File: config.mk
export PLATFORM = sky130hd
export DESIGN_NAME = pc_fetch_ctrl
export DESIGN_NICKNAME = d
export VERILOG_FILES = /design/src/rtl/pc_fetch_ctrl.sv
export SDC_FILE = /design/constraint.sdc
export NUM_CORES = 1
export LEC_CHECK = 0
export BUFFER_PORTS_ARGS = -buffer_cell sky130_fd_sc_hd__buf_2
export CAP_MARGIN = 10
export CORE_UTILIZATION = 50
export CTS_BUF_LIST = sky130_fd_sc_hd__clkbuf_16
export DETAILED_ROUTE_END_ITERATION = 16
export GPL_TIMING_DRIVEN = 0
export PLACE_DENSITY = 0.82
export SLEW_MARGIN = 20
export SYNTH_ARGS = -nofsm -noshare
export SYNTH_HDL_FRONTEND = slang
export SYNTH_SLANG_ARGS = --single-unit
File: constraint.sdc
create_clock -name i_clk -period 4.25 [get_ports i_clk]
set_input_delay 0.85 -clock i_clk [delete_from_list [all_inputs] [get_ports i_clk]]
set_output_delay 0.85 -clock i_clk [all_outputs]
set_load 0.02 [all_outputs]
File: src/rtl/pc_fetch_ctrl.sv
// PC sequencer: BOOT -> FETCH -> HALT, retiring one instruction per acked, unstalled FETCH cycle.
// Next-PC, counter and state all update on the retiring edge; ack with stall holds everything.
module pc_fetch_ctrl #(
  parameter logic [31:0] RESET_PC = 32'h0000_0000
) (
  input  logic        i_clk,
  input  logic        i_rst,
  output logic        o_imem_req,
  output logic [31:0] o_imem_addr,
  input  logic        i_imem_ack,
  input  logic        i_stall,
  input  logic        i_br_taken,
  input  logic [31:0] i_br_target,
  input  logic        i_halt,
  output logic [31:0] o_pc,
  output logic [31:0] o_pc_four,
  output logic        o_instr_valid,
  output logic        o_halted,
  output logic        o_misalign,
  output logic [31:0] o_retired
);

  typedef enum logic [1:0] {
    BOOT  = 2'd0,
    FETCH = 2'd1,
    HALT  = 2'd2
  } state_t;

  state_t      state_q, state_d;
  logic [31:0] pc_q, pc_d;
  logic [31:0] retired_q, retired_d;
  logic        misalign_q, misalign_d;
  logic        retire;
  logic        bad_target;

  assign retire     = (state_q == FETCH) && i_imem_ack && !i_stall;
  assign bad_target = i_br_taken && (i_br_target[1:0] != 2'b00);

  always_ff @(posedge i_clk) begin
    if (i_rst) begin
      state_q    <= BOOT;
      pc_q       <= RESET_PC;
      retired_q  <= 32'd0;
      misalign_q <= 1'b0;
    end else begin
      state_q    <= state_d;
      pc_q       <= pc_d;
      retired_q  <= retired_d;
      misalign_q <= misalign_d;
    end
  end

  always_comb begin
    state_d    = state_q;
    pc_d       = pc_q;
    retired_d  = retired_q;
    misalign_d = misalign_q;
    case (state_q)
      BOOT: state_d = FETCH;
      FETCH: begin
        if (retire) begin
          // A misaligned redirect halts on the offending instruction without retiring it.
          if (bad_target) begin
            state_d    = HALT;
            misalign_d = 1'b1;
          end else if (i_halt) begin
            state_d   = HALT;
            retired_d = retired_q + 32'd1;
          end else if (i_br_taken) begin
            pc_d      = i_br_target;
            retired_d = retired_q + 32'd1;
          end else begin
            pc_d      = pc_q + 32'd4;
            retired_d = retired_q + 32'd1;
          end
        end
      end
      HALT:    state_d = HALT;
      default: state_d = BOOT;
    endcase
  end

  always_comb begin
    o_imem_req    = (state_q == FETCH);
    o_instr_valid = (state_q == FETCH) && i_imem_ack;
    o_halted      = (state_q == HALT);
  end

  assign o_pc        = pc_q;
  assign o_imem_addr = pc_q;
  assign o_pc_four   = pc_q + 32'd4;
  assign o_misalign  = misalign_q;
  assign o_retired   = retired_q;

endmodule

==> flow_summary.toml <==
[logic_synthesis]
netlist_area_um2 = 4270
synth_seq_area_share_pct = 31.4
synth-edff-count = 0
yosysTopAreaCell = "dfxtp_1"
avgSynthCellArea_um2 = 7.81
synth_most_common_cell = "dfxtp_1"
ys_types = 55
synth_cells = 547
synth_ff_type = "dfxtp_1"
synth_top_area_share_pct = 31.4
postSynth.asyncResetShare_pct = 0
synthesis.nets = 590
yosysWarnings = 0
synth_common_cells = "dfxtp_1, nor2_1, nand2_1, buf_4"
synth.area.top_cells = "dfxtp_1, xnor2_1, buf_4, nor2_1, xor2_1"
ys_ff_latch = 67

[floorplan]
core_um2 = 8260
ios = 170
rows = 33
dieHeight_um = 94.4
start_util_pct = 51.7
dieWidth_um = 94.4
dieArea_um2 = 8910

[routing]
first_iter_violations = 398
dr_total_vias = 4864
routed_wl_um = 13400
first_pass_iters = 5
ant_nets = 0
drcViolationCount = 0
wire_per_inst_um = 16.1
via_per_inst = 5.82

[place]
place_congestion = 0.903
dp_hpwl_um = 10100
port_buffers = 168

[setup_path]
slowest_stage = "nor4_1"
cp_max_fo = 8
crit_family = "simple AND/OR/NAND/NOR gates"
startpoint_type = "flop"
cp.required_ps = 3400
arrival_ps = 2660
end_kind = "output port"
rr_worst_depth = 9
worstPathCellList = "ha_1 > and4_1 > nand3_2 > nor4_1 > xor2_1 > buf_2"
crit_cells = 6
critPathKind = "reg -> out"
critPathBufInv = 1
slowest_delay_ps = 570

[flow_run]
drv_cap = 0

[finish]
diodes = 0
fin_nets = 769
multi_input_area_um2 = 2480
ff_latch_area_um2 = 1340
area_growth_pct = 29.8
drive_gt1_share_pct = 32.0
fill_cells = 732

[clock_tree]
cts_buffers = 9
clk_pin_slew_worst_paths_ps = 60
cts-root-buf = "clkbuf_16"
cts_tree = "yes"
cts.sinks = 67
ctsResizeCount = 0
htree_levels = 3
clockBufferDepth = 2
postCtsHoldBufs = 0
cts_setup_buffers = 0
clock_latency_ps = 340

[timing]
whs_ps = 487
fin_crit_ps = 3510
drv_slew = 0
setup_viol = 0
rsz0062_at_grt = "no"
fmax_ghz = 0.285
hold_viol_final = 0
maxSlewHeadroom_pct = 51.7
period_share_pct = 82.6
fin_skew_ps = 8.68
tns_ps = 0
worstMarginPinSlew_ps = 718

[power]
pwr-share-clk_pct = 45.5
vdd_drop_max_mv = 0.205
power.density_nw_per_um2 = 298
p_switching_mw = 0.469
p_leak_nw = 2.62
comb_power_share_pct = 14.3
pwr-share-seq_pct = 40.2
p_sw_share_pct = 28.4
power.internal_mw = 1.18

[grt]
grt_util_all_layers_pct = 30.0
grt_first_pass_wirelength_um = 20800
grt_pass1_vias = 4326
grt_max_degree = 14
antenna_found_initial = 0
grt_overflow = 0

[min_path]
hold_class = "reg -> reg"
min_path_cells = 2

[run_status]
status = "finished, final reports clean"
-- power groups by stage --
| stage | sequential [mW] | combinational (mW) | clock (mW) |
|---|---|---|---|
| 6_report | 0.664 | 0.236 | 0.752 |
| 5_1_grt | 0.666 | 0.254 | 0.786 |
| 4_1_cts | 0.663 | 0.234 | 0.757 |
| 3_5_place_dp | 0.677 | 0.231 | 0 |
| 3_3_place_gp | 0.676 | 0.224 | 0 |
| 2_1_floorplan | 0.683 | 0.142 | 0 |
-- cells in the final DEF, fill, tap and decap left out, drive strengths merged, types with 2 or more instances in the layout --
cell / Yosys / final
buf: 47 / 215
dfxtp: 67 / 67
nor2: 57 / 57
nand2: 44 / 44
nand3: 35 / 35
clkbuf: 26 / 35
xnor2: 34 / 34
a21oi: 28 / 28
nand4: 23 / 23
xor2: 21 / 21
and3: 17 / 17
nor4: 17 / 17
nor3: 17 / 17
o21ai: 16 / 16
and4: 12 / 12
inv: 10 / 11
mux2i: 9 / 9
o22ai: 6 / 6
or4: 5 / 5
a31oi: 5 / 5
ha: 5 / 5
and2: 4 / 4
a22oi: 4 / 4
a32o: 4 / 4
nand2b: 3 / 3
nor2b: 3 / 3
a22o: 3 / 3
or3: 3 / 3
o31ai: 3 / 3
clkinv: 0 / 3
o21a: 2 / 2
o41ai: 2 / 2
o211ai: 2 / 2
clkinvlp: 0 / 2
-- layout make-up --
cell class | count | share of cell area, %
multi-input combinational | 397 | 44.7
clock buffer | 9 | 4.06
timing repair buffer | 168 | 15.2
buffer | 73 | 7.42
sequential | 67 | 24.2
tap | 105 | 2.37
inverter | 10 | 0.677
clock inverter | 7 | 1.38
-- path summary, 6_finish.rpt --
check / start / to / slack, ps
worst min-delay path: o_misalign / o_misalign / 490
worst min register to register: o_misalign / o_misalign / 490
worst max-delay path: o_imem_addr[2] / o_pc_four[26] / 740
worst max register to register: state_q[1] / o_retired[21] / 1690
-- layer usage --
layer / vias to the layer above / wire length, µm / GRT usage [%] / share of wire [%]
li1: 2284 / - / - / -
met1: 2234 / 5140 / 36.8 / 38
met2: 309 / 6510 / 50.0 / 48
met3: 37 / 1390 / 5.15 / 10
met4: 0 / 408 / 16.3 / 3.0
met5: - / 0 / 0 / 0
-- sequential cells by signal, indices dropped and copies added (netlist names) --
name and count:
o_misalign 1, o_imem_addr 32, o_retired 32, state_q 2
-- worst min-delay path, cell delays in order (launching register included) --
cell,delay [ps]
dfxtp_1,330
a21oi_1,50
nor2_1,70
-- stage by stage --
step	instances	setup slack, ps	total power, mW	utilization, %	instance area [µm²]
finish	836	741	1.65	67.1	5540
global route	836	548	1.71	67.1	5540
CTS	836	771	1.65	67.1	5540
detailed placement	820	1140	0.909	63.5	5240
global placement	820	1150	0.900	63.5	5240
floorplan	547	1200	0.825	-	4270
-- kinds of logic after synthesis --
| logic type | Yosys count | synth area share (%) |
|---|---|---|
| adders and majority gates | 5 | 1.46 |
| DFF | 67 | 31.4 |
| and+or+nand+nor | 243 | 30.3 |
| xor gates and xnor gates | 55 | 11.3 |
| muxes | 10 | 2.37 |
| buffers and inverters | 83 | 10.5 |
| AOI/OAI and AO/OA | 84 | 12.6 |
(Power assumes the default switching activity.)
